File: config.mk
export PLATFORM = sky130hd
export DESIGN_NAME = fft_bfly_sequencer
export DESIGN_NICKNAME = d
export VERILOG_FILES = /design/src/rtl/fft_bfly_sequencer.sv
export SDC_FILE = /design/constraint.sdc
export NUM_CORES = 1
export LEC_CHECK = 0
export CAP_MARGIN = 20
export CORE_ASPECT_RATIO = 0.75
export CORE_UTILIZATION = 54
export CTS_CLUSTER_DIAMETER = 50
export DETAILED_ROUTE_END_ITERATION = 16
export PLACE_DENSITY = 0.88
export SLEW_MARGIN = 20
export SYNTH_ARGS = -nofsm -noshare
export SYNTH_HDL_FRONTEND = slang
export SYNTH_SLANG_ARGS = --single-unit
File: constraint.sdc
create_clock -name clk -period 5 [get_ports clk]
set_input_delay 0.75 -clock clk [delete_from_list [all_inputs] [get_ports clk]]
set_output_delay 0.75 -clock clk [all_outputs]
set_load 0.02 [all_outputs]
File: src/rtl/fft_bfly_sequencer.sv
// fft_bfly_sequencer: in-place radix-2 DIT FFT butterfly issue sequencer with stage barrier
// Optional FFT_BFLY_SEQ_STALL_EN adds a stall input that pauses issue within a stage.
module fft_bfly_sequencer #(
  parameter int LOG2_N       = 4,
  parameter int BFLY_LATENCY = 2
) (
  input  logic              clk,
  input  logic              rst_n,
`ifdef FFT_BFLY_SEQ_STALL_EN
  input  logic              stall,
`endif
  input  logic              start,
  output logic              busy,
  output logic              done,
  output logic [LOG2_N-1:0] stage,
  output logic              rd_en,
  output logic [LOG2_N-1:0] rd_addr0,
  output logic [LOG2_N-1:0] rd_addr1,
  output logic [LOG2_N-2:0] tw_idx,
  output logic              wr_en,
  output logic [LOG2_N-1:0] wr_addr0,
  output logic [LOG2_N-1:0] wr_addr1
);
  localparam int CW = $clog2(BFLY_LATENCY + 1);
  typedef enum logic [1:0] {IDLE, ISSUE, GAP, FLUSH} state_t;
  state_t state_q, state_d;
  logic [LOG2_N-2:0] b_q, b_d, ib;
  logic [LOG2_N-1:0] s_q, s_d;
  logic [CW-1:0] cnt_q, cnt_d;
  logic issue, busy_d, done_d, stall_w;
  logic [LOG2_N-1:0] half, pos, a0, twf;
  logic busy_q, done_q, rd_en_q;
  logic [LOG2_N-1:0] rd_addr0_q, rd_addr1_q;
  logic [LOG2_N-2:0] tw_idx_q;
  logic [BFLY_LATENCY-1:0] pv_q;
  logic [BFLY_LATENCY-1:0][LOG2_N-1:0] pa0_q, pa1_q;
`ifdef FFT_BFLY_SEQ_STALL_EN
  assign stall_w = stall;
`else
  assign stall_w = 1'b0;
`endif
  always_comb begin
    state_d = state_q;
    b_d     = b_q;
    s_d     = s_q;
    cnt_d   = cnt_q + 1'b1;
    done_d  = 1'b0;
    issue   = 1'b0;
    ib      = b_q;
    case (state_q)
      IDLE: if (start && !done_q) begin
        issue = 1'b1;
        ib    = '0;
        s_d   = '0;
      end
      ISSUE: issue = !stall_w;
      GAP: if (cnt_q == CW'(BFLY_LATENCY)) begin
        issue = 1'b1;
        ib    = '0;
        s_d   = s_q + 1'b1;
      end
      default: if (cnt_q == CW'(BFLY_LATENCY)) begin
        done_d  = 1'b1;
        state_d = IDLE;
        s_d     = '0;
      end
    endcase
    if (issue) begin
      b_d     = ib + 1'b1;
      cnt_d   = '0;
      state_d = (ib != '1) ? ISSUE : (s_d == LOG2_N'(LOG2_N - 1)) ? FLUSH : GAP;
    end
    // grp<<(s+1) | pos splits b around bit s to form the upper-leg address
    half = LOG2_N'(1) << s_d;
    pos  = {1'b0, ib} & (half - 1'b1);
    a0   = (({1'b0, ib} >> s_d) << (s_d + 1'b1)) | pos;
    twf  = pos << (LOG2_N'(LOG2_N - 1) - s_d);
    busy_d = (state_d != IDLE) | rd_en_q;
    for (int i = 0; i < BFLY_LATENCY - 1; i++) busy_d = busy_d | pv_q[i];
  end
  always_ff @(posedge clk or negedge rst_n) begin
    if (!rst_n) begin
      state_q    <= IDLE;
      b_q        <= '0;
      s_q        <= '0;
      cnt_q      <= '0;
      busy_q     <= 1'b0;
      done_q     <= 1'b0;
      rd_en_q    <= 1'b0;
      rd_addr0_q <= '0;
      rd_addr1_q <= '0;
      tw_idx_q   <= '0;
      pv_q       <= '0;
      pa0_q      <= '0;
      pa1_q      <= '0;
    end else begin
      state_q  <= state_d;
      b_q      <= b_d;
      s_q      <= s_d;
      cnt_q    <= cnt_d;
      busy_q   <= busy_d;
      done_q   <= done_d;
      rd_en_q  <= issue;
      if (issue) begin
        rd_addr0_q <= a0;
        rd_addr1_q <= a0 + half;
        tw_idx_q   <= twf[LOG2_N-2:0];
      end
      pv_q[0]  <= rd_en_q;
      pa0_q[0] <= rd_addr0_q;
      pa1_q[0] <= rd_addr1_q;
      for (int i = 1; i < BFLY_LATENCY; i++) begin
        pv_q[i]  <= pv_q[i-1];
        pa0_q[i] <= pa0_q[i-1];
        pa1_q[i] <= pa1_q[i-1];
      end
    end
  end
  assign busy     = busy_q;
  assign done     = done_q;
  assign stage    = s_q;
  assign rd_en    = rd_en_q;
  assign rd_addr0 = rd_addr0_q;
  assign rd_addr1 = rd_addr1_q;
  assign tw_idx   = tw_idx_q;
  assign wr_en    = pv_q[BFLY_LATENCY-1];
  assign wr_addr0 = pa0_q[BFLY_LATENCY-1];
  assign wr_addr1 = pa1_q[BFLY_LATENCY-1];
endmodule

==> impl_metrics.ini, run 1 <==
[clocking]
cts_hold_buffers = 0
clkTransAtPathRegs_ns = 0.08
clock_path_buffers = 2
cts_resized = 0
post_cts_buffers = 0
clock_latency_ns = 0.29
cts_tree = done
cts_sinks = 43
numCtsBuffers = 5
cts_root_buf = clkbuf_8
h-tree-depth = 2

[timing]
fin_tns_setup_ns = 0
setup_viol = 0
slew_headroom_pct = 40.0
hold_violations = 0
finalCritPeriodShare_pct = 79.7
worstMarginPinSlew_ns = 0.900
maxSlewViolCount = 0
finalClockSkew_ns = 0.00753
rsz0062_at_grt = false
fmax_mhz = 251
fin_ws_ns = 1.01
period_needed_ns = 3.99

[synth]
async_reset_ff_share_pct = 100
synth_top_family_by_area = simple AND/OR/NAND/NOR gates
postSynthAreaPerCell_um2 = 10.8
ys_ff_latch = 43
ys_types = 49
netlist_instances = 193
yosys.area_share.simple_pct = 17.3
synthAdderAreaFrac_pct = 7.54
ys_warn_count = 0
synth_top_flop_cell = dfrtp_1
syn_area_um2 = 2090
synth_compound_area_share_pct = 13.6
synth_edf_count = 0
yosysSeqAreaShare_pct = 51.5
synthMuxAreaShare_pct = 1.08
synth_nets = 208
synth-xor-area-share_pct = 2.09

[routing]
drt_pass1_iterations = 4
drc = 0
viasPerCell = 5.42
num_vias = 1453
wl_per_cell_um = 14.0
ant_nets = 0
wl_um = 3760
initialDrtViolationCount = 126

[global_routing]
grt_overflow_total = 0
grt_first_pass_wirelength_um = 6580
grt_max_degree = 44
antenna_found_initial = 0
grt_usage_pct = 21.3
grt_pass1_vias = 1373

[status]
status = finished, final reports clean

[floorplan]
rows = 19
core_um2 = 3680
dieArea_um2 = 4130
die_w_um = 73.9
io_pins = 30
start_util_pct = 56.7
fp.dieH_um = 55.9

[cells_and_area]
final_cell_area_um2 = 2440
syn_to_final_growth_pct = 16.9
nets = 230
register_area_um2 = 1080
fin_util_pct = 66.3
drive_gt1_share_pct = 10.2
fillCellCount = 283
multi_input_area_um2 = 870
antenna_cells = 0

[power]
power.density_nw_per_um2 = 239
power_mw = 0.584
ir_drop_uv = 191
p_leak_nw = 1.08

[worst_setup_path]
cp_max_fo = 4
path_class = in2reg
crit_required_ns = 5.22
cpMaxStageDelayCell = clkdlybuf4s50_1
path_cells = clkdlybuf4s50_1 > nor3b_2 > nor2_1 > a221oi_4 > inv_2 > nor3_1 > nand2_1 > ha_1 > o22ai_1 > ha_1 > a21o_1 > a21oi_1 > xnor2_1 > o2111ai_1 > o211ai_1
cp.arrival_ns = 4.20
critPathMaxStageDelay_ns = 0.47
start_kind = input pin
crit_top_cell = ha_1
end_kind = flop

[placed_design]
gp_congestion = 0.986
pre_cts_ws_ns = 0.733
place_hpwl_um = 2770
placed_cell_area_um2 = 2350
io_buffers = 29

[run]
cap_viol_max_count = 0

[min_path]
hold_path.class = reg2reg
synth_stat cells (all sizes together), types with 4 or more instances:
master  instances  area share (%)
a21oi           4            0.96
buf            11             3.9
dfrtp          43              51
ha             11             6.6
inv            14             2.5
nand2          34             6.1
nand2b          4             1.2
nor2            9             2.0
nor2b           4             1.2
o21ai           4            0.96
xnor2           5             2.1
routing by layer:
metal	track usage, %	vias up	routed length [µm]
met1	33.7	708	1950
met2	28.7	38	1600
li1	-	700	-
met4	6.87	0	48
met5	0	-	0
met3	4.89	7	164
flip-flops by register name (all words and copies together) (netlist names), 3 cells and up:
signal	flops
b_q	3
pa0_q	4
pa1_q	4
rd_addr0	4
rd_addr1	4
stage	4
tw_idx	3
wr_addr0	4
wr_addr1	4
path summary, 6_finish.rpt:
check / start / end / slack (ns) / cells after the start
worst min-delay path: pa1_q[2] / wr_addr1[2] / 0.35 / 0
worst max register to register: cnt_q[0] / rd_addr1[3] / 1.02 / 17
worst min register to register: pa1_q[2] / wr_addr1[2] / 0.35 / 0
max in group asynchronous: rst_n / stage[1] / 3.86 / 1
worst max-delay path: start / rd_addr1[3] / 1.01 / 15
min in group asynchronous: rst_n / wr_addr1[1] / 0.58 / 1
report_power, final:
part | internal (mW) | switching [mW]
Sequential | 0.347 | 0
Clock | 0.113 | 0.115
Combinational | 0.00180 | 0.00710
Total | 0.462 | 0.122
metrics by stage:
stage          instances  hold WS [ns]
2_1_floorplan        193         0.331
3_3_place_gp         260         0.332
3_5_place_dp         260         0.335
4_1_cts              268         0.351
5_1_grt              268         0.358
6_report             268         0.347
cell usage in the layout (no fill, tap or decap), drive strengths merged, types with 3 or more instances in the layout:
cell type	instances
dfrtp	43
nand2	34
a21oi	4
o21ai	4
xnor2	5
nor2b	4
clkdlybuf4s50	28
nor4	3
o211ai	3
nor2	9
inv	14
clkbuf	7
ha	11
nand2b	4
nor3b	3
kinds of logic after synthesis:
logic type,count (synthesis)
AND/OR/NAND/NOR,69
buffers and inverters,28
adder cells (fa/ha/maj),12
flip-flops,43
multiplexers,2
XOR/XNOR,5
AO/OA/AOI/OAI,34
critical path, delay by kind of cell:
family	cells	cell delay, ns
adders and majority gates	2	0.63
buffers and inverters	2	0.58
and+or+nand+nor	4	0.78
AOI/OAI and AO/OA	6	1.31
xor gates and xnor gates	1	0.16
cell type report:
type	instances	area share (%)
timing repair buffer	29	11.7
clock inverter	1	0.358
clock buffer	7	3.53
inverter	14	2.15
sequential	43	44.0
multi-input combinational	122	35.6
tap	52	2.66
(Power assumes the default switching activity.)
==> inputs of run 2 (changes only) <==
--- a/config.mk
+++ b/config.mk
@@ -7,10 +7,10 @@
 export LEC_CHECK = 0
 export CAP_MARGIN = 20
 export CORE_ASPECT_RATIO = 0.75
-export CORE_UTILIZATION = 54
+export CORE_UTILIZATION = 48
 export CTS_CLUSTER_DIAMETER = 50
 export DETAILED_ROUTE_END_ITERATION = 16
-export PLACE_DENSITY = 0.88
+export PLACE_DENSITY = 0.84
 export SLEW_MARGIN = 20
 export SYNTH_ARGS = -nofsm -noshare
 export SYNTH_HDL_FRONTEND = slang
==> constraint.sdc (replaced) <==
create_clock -name clk -period 3.4 [get_ports clk]
set_input_delay 0.51 -clock clk [delete_from_list [all_inputs] [get_ports clk]]
set_output_delay 0.51 -clock clk [all_outputs]
set_load 0.02 [all_outputs]
==> run 2 against run 1 <==
Clock-buffer cell count is 1 lower. Sequential power is 47% higher. Worst setup slack got worse by 0.84 ns. Routed wire length increased by 22%. Non-clock buffer count is 31 higher. Via count is 10% higher. First-iteration DRC count down 29%. Die area up 12%. Register-to-register slack worse by 0.85 ns.
==> impl_metrics.ini, run 2 (synthesized netlist as in run 1, its figures left out) <==
[status]
status = finished, final reports clean

[global_routing]
grt_pass1_vias = 1522
grt_usage_pct = 21.7
grt_overflow_total = 0
grt_max_degree = 44
grt_first_pass_wirelength_um = 7340
antenna_found_initial = 0

[min_path]
hold_path.class = in2async

[power]
switching_share_pct = 21.8
sequentialPowerShare_pct = 58.7
p_clk_share_pct = 39.6
power.density_nw_per_um2 = 315
comb_power_share_pct = 1.7
p_int_mw = 0.681
p_switching_mw = 0.190
p_leak_nw = 1.24
ir_drop_uv = 279

[placed_design]
place_hpwl_um = 3330
placedCellCount = 293
placed_cell_area_um2 = 2590
io_buffers = 29
gp_congestion = 0.954

[floorplan]
core_um2 = 4100
dieArea_um2 = 4630
rows = 20
io_pins = 30
start_util_pct = 50.9
fp.dieH_um = 59.2
die_w_um = 78.2

[cells_and_area]
fillCellCount = 326
drive_gt1_share_pct = 25.5
antenna_cells = 0
syn_to_final_growth_pct = 32.1
finalNonFillerCells = 302
final_common_cell = dfrtp_1
nets = 261
final_cell_area_um2 = 2760
layout_common_cells = dfrtp_1 (43), nand2_1 (33), buf_4 (31), clkdlybuf4s50_1 (28), ha_1 (10)

[timing]
finalCritPeriodShare_pct = 94.9
worstMarginPinSlew_ns = 0.907
period_needed_ns = 3.23
setup_viol = 0
maxSlewViolCount = 0
fin_tns_setup_ns = 0
fmax_mhz = 310
hold_violations = 0
finalClockSkew_ns = 0.00866
slew_headroom_pct = 39.5

[routing]
wl_per_cell_um = 15.2
viasPerCell = 5.30
num_vias = 1601
wl_um = 4600
drt_pass1_iterations = 4
initialDrtViolationCount = 89
ant_nets = 0
drc = 0

[run]
cap_viol_max_count = 0

[worst_setup_path]
reg2reg_slack_ns = 0.17
cp_max_fo = 9
start_kind = flop
cpMaxStageDelayCell = dfrtp_1
path_cells = inv_1 > ha_1 > buf_4 > and3b_1 > o221ai_2 > a21bo_4 > inv_2 > nand3_2 > nor2_2 > inv_1 > ha_4 > o22ai_2 > ha_1 > a21o_1 > a21oi_2 > xnor2_1 > o2111ai_1 > o211ai_1
crit_required_ns = 3.62
critPathMaxStageDelay_ns = 0.35
cp.arrival_ns = 3.44
path_class = reg2reg
end_kind = flop

[clocking]
cts_sinks = 43
cts_root_buf = clkbuf_8
numCtsBuffers = 5
clock_latency_ns = 0.30
clkTransAtPathRegs_ns = 0.08
h-tree-depth = 2
cts_tree = done
cts_hold_buffers = 0
clock_path_buffers = 2
-- run 2: cell types whose count changed in the layout (fill, tap and decap cells not counted), sizes merged --
cell      delta
buf         +31
clkbuf       -1
clkinvlp     +1
-- run 2: area by class of cell --
| class | instances | area, µm² | share of cell area [%] |
|---|---|---|---|
| Clock inverter | 2 | 16.3 | 0.589 |
| Inverter | 14 | 52.6 | 1.90 |
| Tap cell | 55 | 68.8 | 2.49 |
| Multi-Input combinational cell | 122 | 948 | 34.3 |
| Clock buffer | 6 | 82.6 | 2.99 |
| Sequential cell | 43 | 1080 | 38.9 |
| Timing Repair Buffer | 60 | 518 | 18.8 |
-- run 2: worst max-delay path: cells and delay by family, from the launching register on --
family / cells / cell delay (ns)
flip-flops: 1 / 0.35
XOR/XNOR: 1 / 0.15
buffers and inverters: 4 / 0.35
AND/OR/NAND/NOR: 3 / 0.43
adder cells (fa/ha/maj): 3 / 0.71
AO/OA/AOI/OAI: 7 / 1.15
-- run 2: worst paths after layout --
check,from,end,depth (start not counted)
worst min register to register,pa1_q[0],wr_addr1[0],0
min in group clk,pa1_q[0],wr_addr1[0],0
worst min-delay path,rst_n,wr_addr0[1],1
worst max register to register,cnt_q[0],rd_addr1[3],18
worst max-delay path,cnt_q[0],rd_addr1[3],18
max in group asynchronous,rst_n,stage[1],1
-- run 2: power groups by stage --
stage | sequential (mW) | clock, mW | combinational, mW
finish | 0.511 | 0.345 | 0.0147
floorplan | 0.521 | 0 | 0.00209
global placement | 0.521 | 0 | 0.0146
detailed placement | 0.521 | 0 | 0.0148
CTS | 0.511 | 0.347 | 0.0148
global route | 0.511 | 0.374 | 0.0173
-- run 2: per-stage QoR --
stage / setup slack [ns] / util [%] / power, mW / hold WS [ns]
global route: -0.0177 / 67.3 / 0.903 / 0.367
CTS: 0.0286 / 65.4 / 0.873 / 0.355
detailed placement: -0.260 / 63.0 / 0.536 / 0.335
global placement: -0.170 / 63.0 / 0.536 / 0.331
floorplan: 0.0121 / - / 0.523 / 0.214
finish: 0.175 / 67.3 / 0.870 / 0.334
-- run 2: layer usage --
| layer | track usage (%) | routed length [µm] | vias to the layer above |
|---|---|---|---|
| met3 | 4.77 | 222 | 7 |
| li1 | - | - | 764 |
| met2 | 33.8 | 2130 | 38 |
| met1 | 30.5 | 2190 | 792 |
| met4 | 6.88 | 53 | 0 |
| met5 | 0 | 0 | - |
-- run 2: what timing repair did --
action	CTS	global route
setup endpoints to repair	0	1
gates resized for setup	0	11
setup buffers	0	1
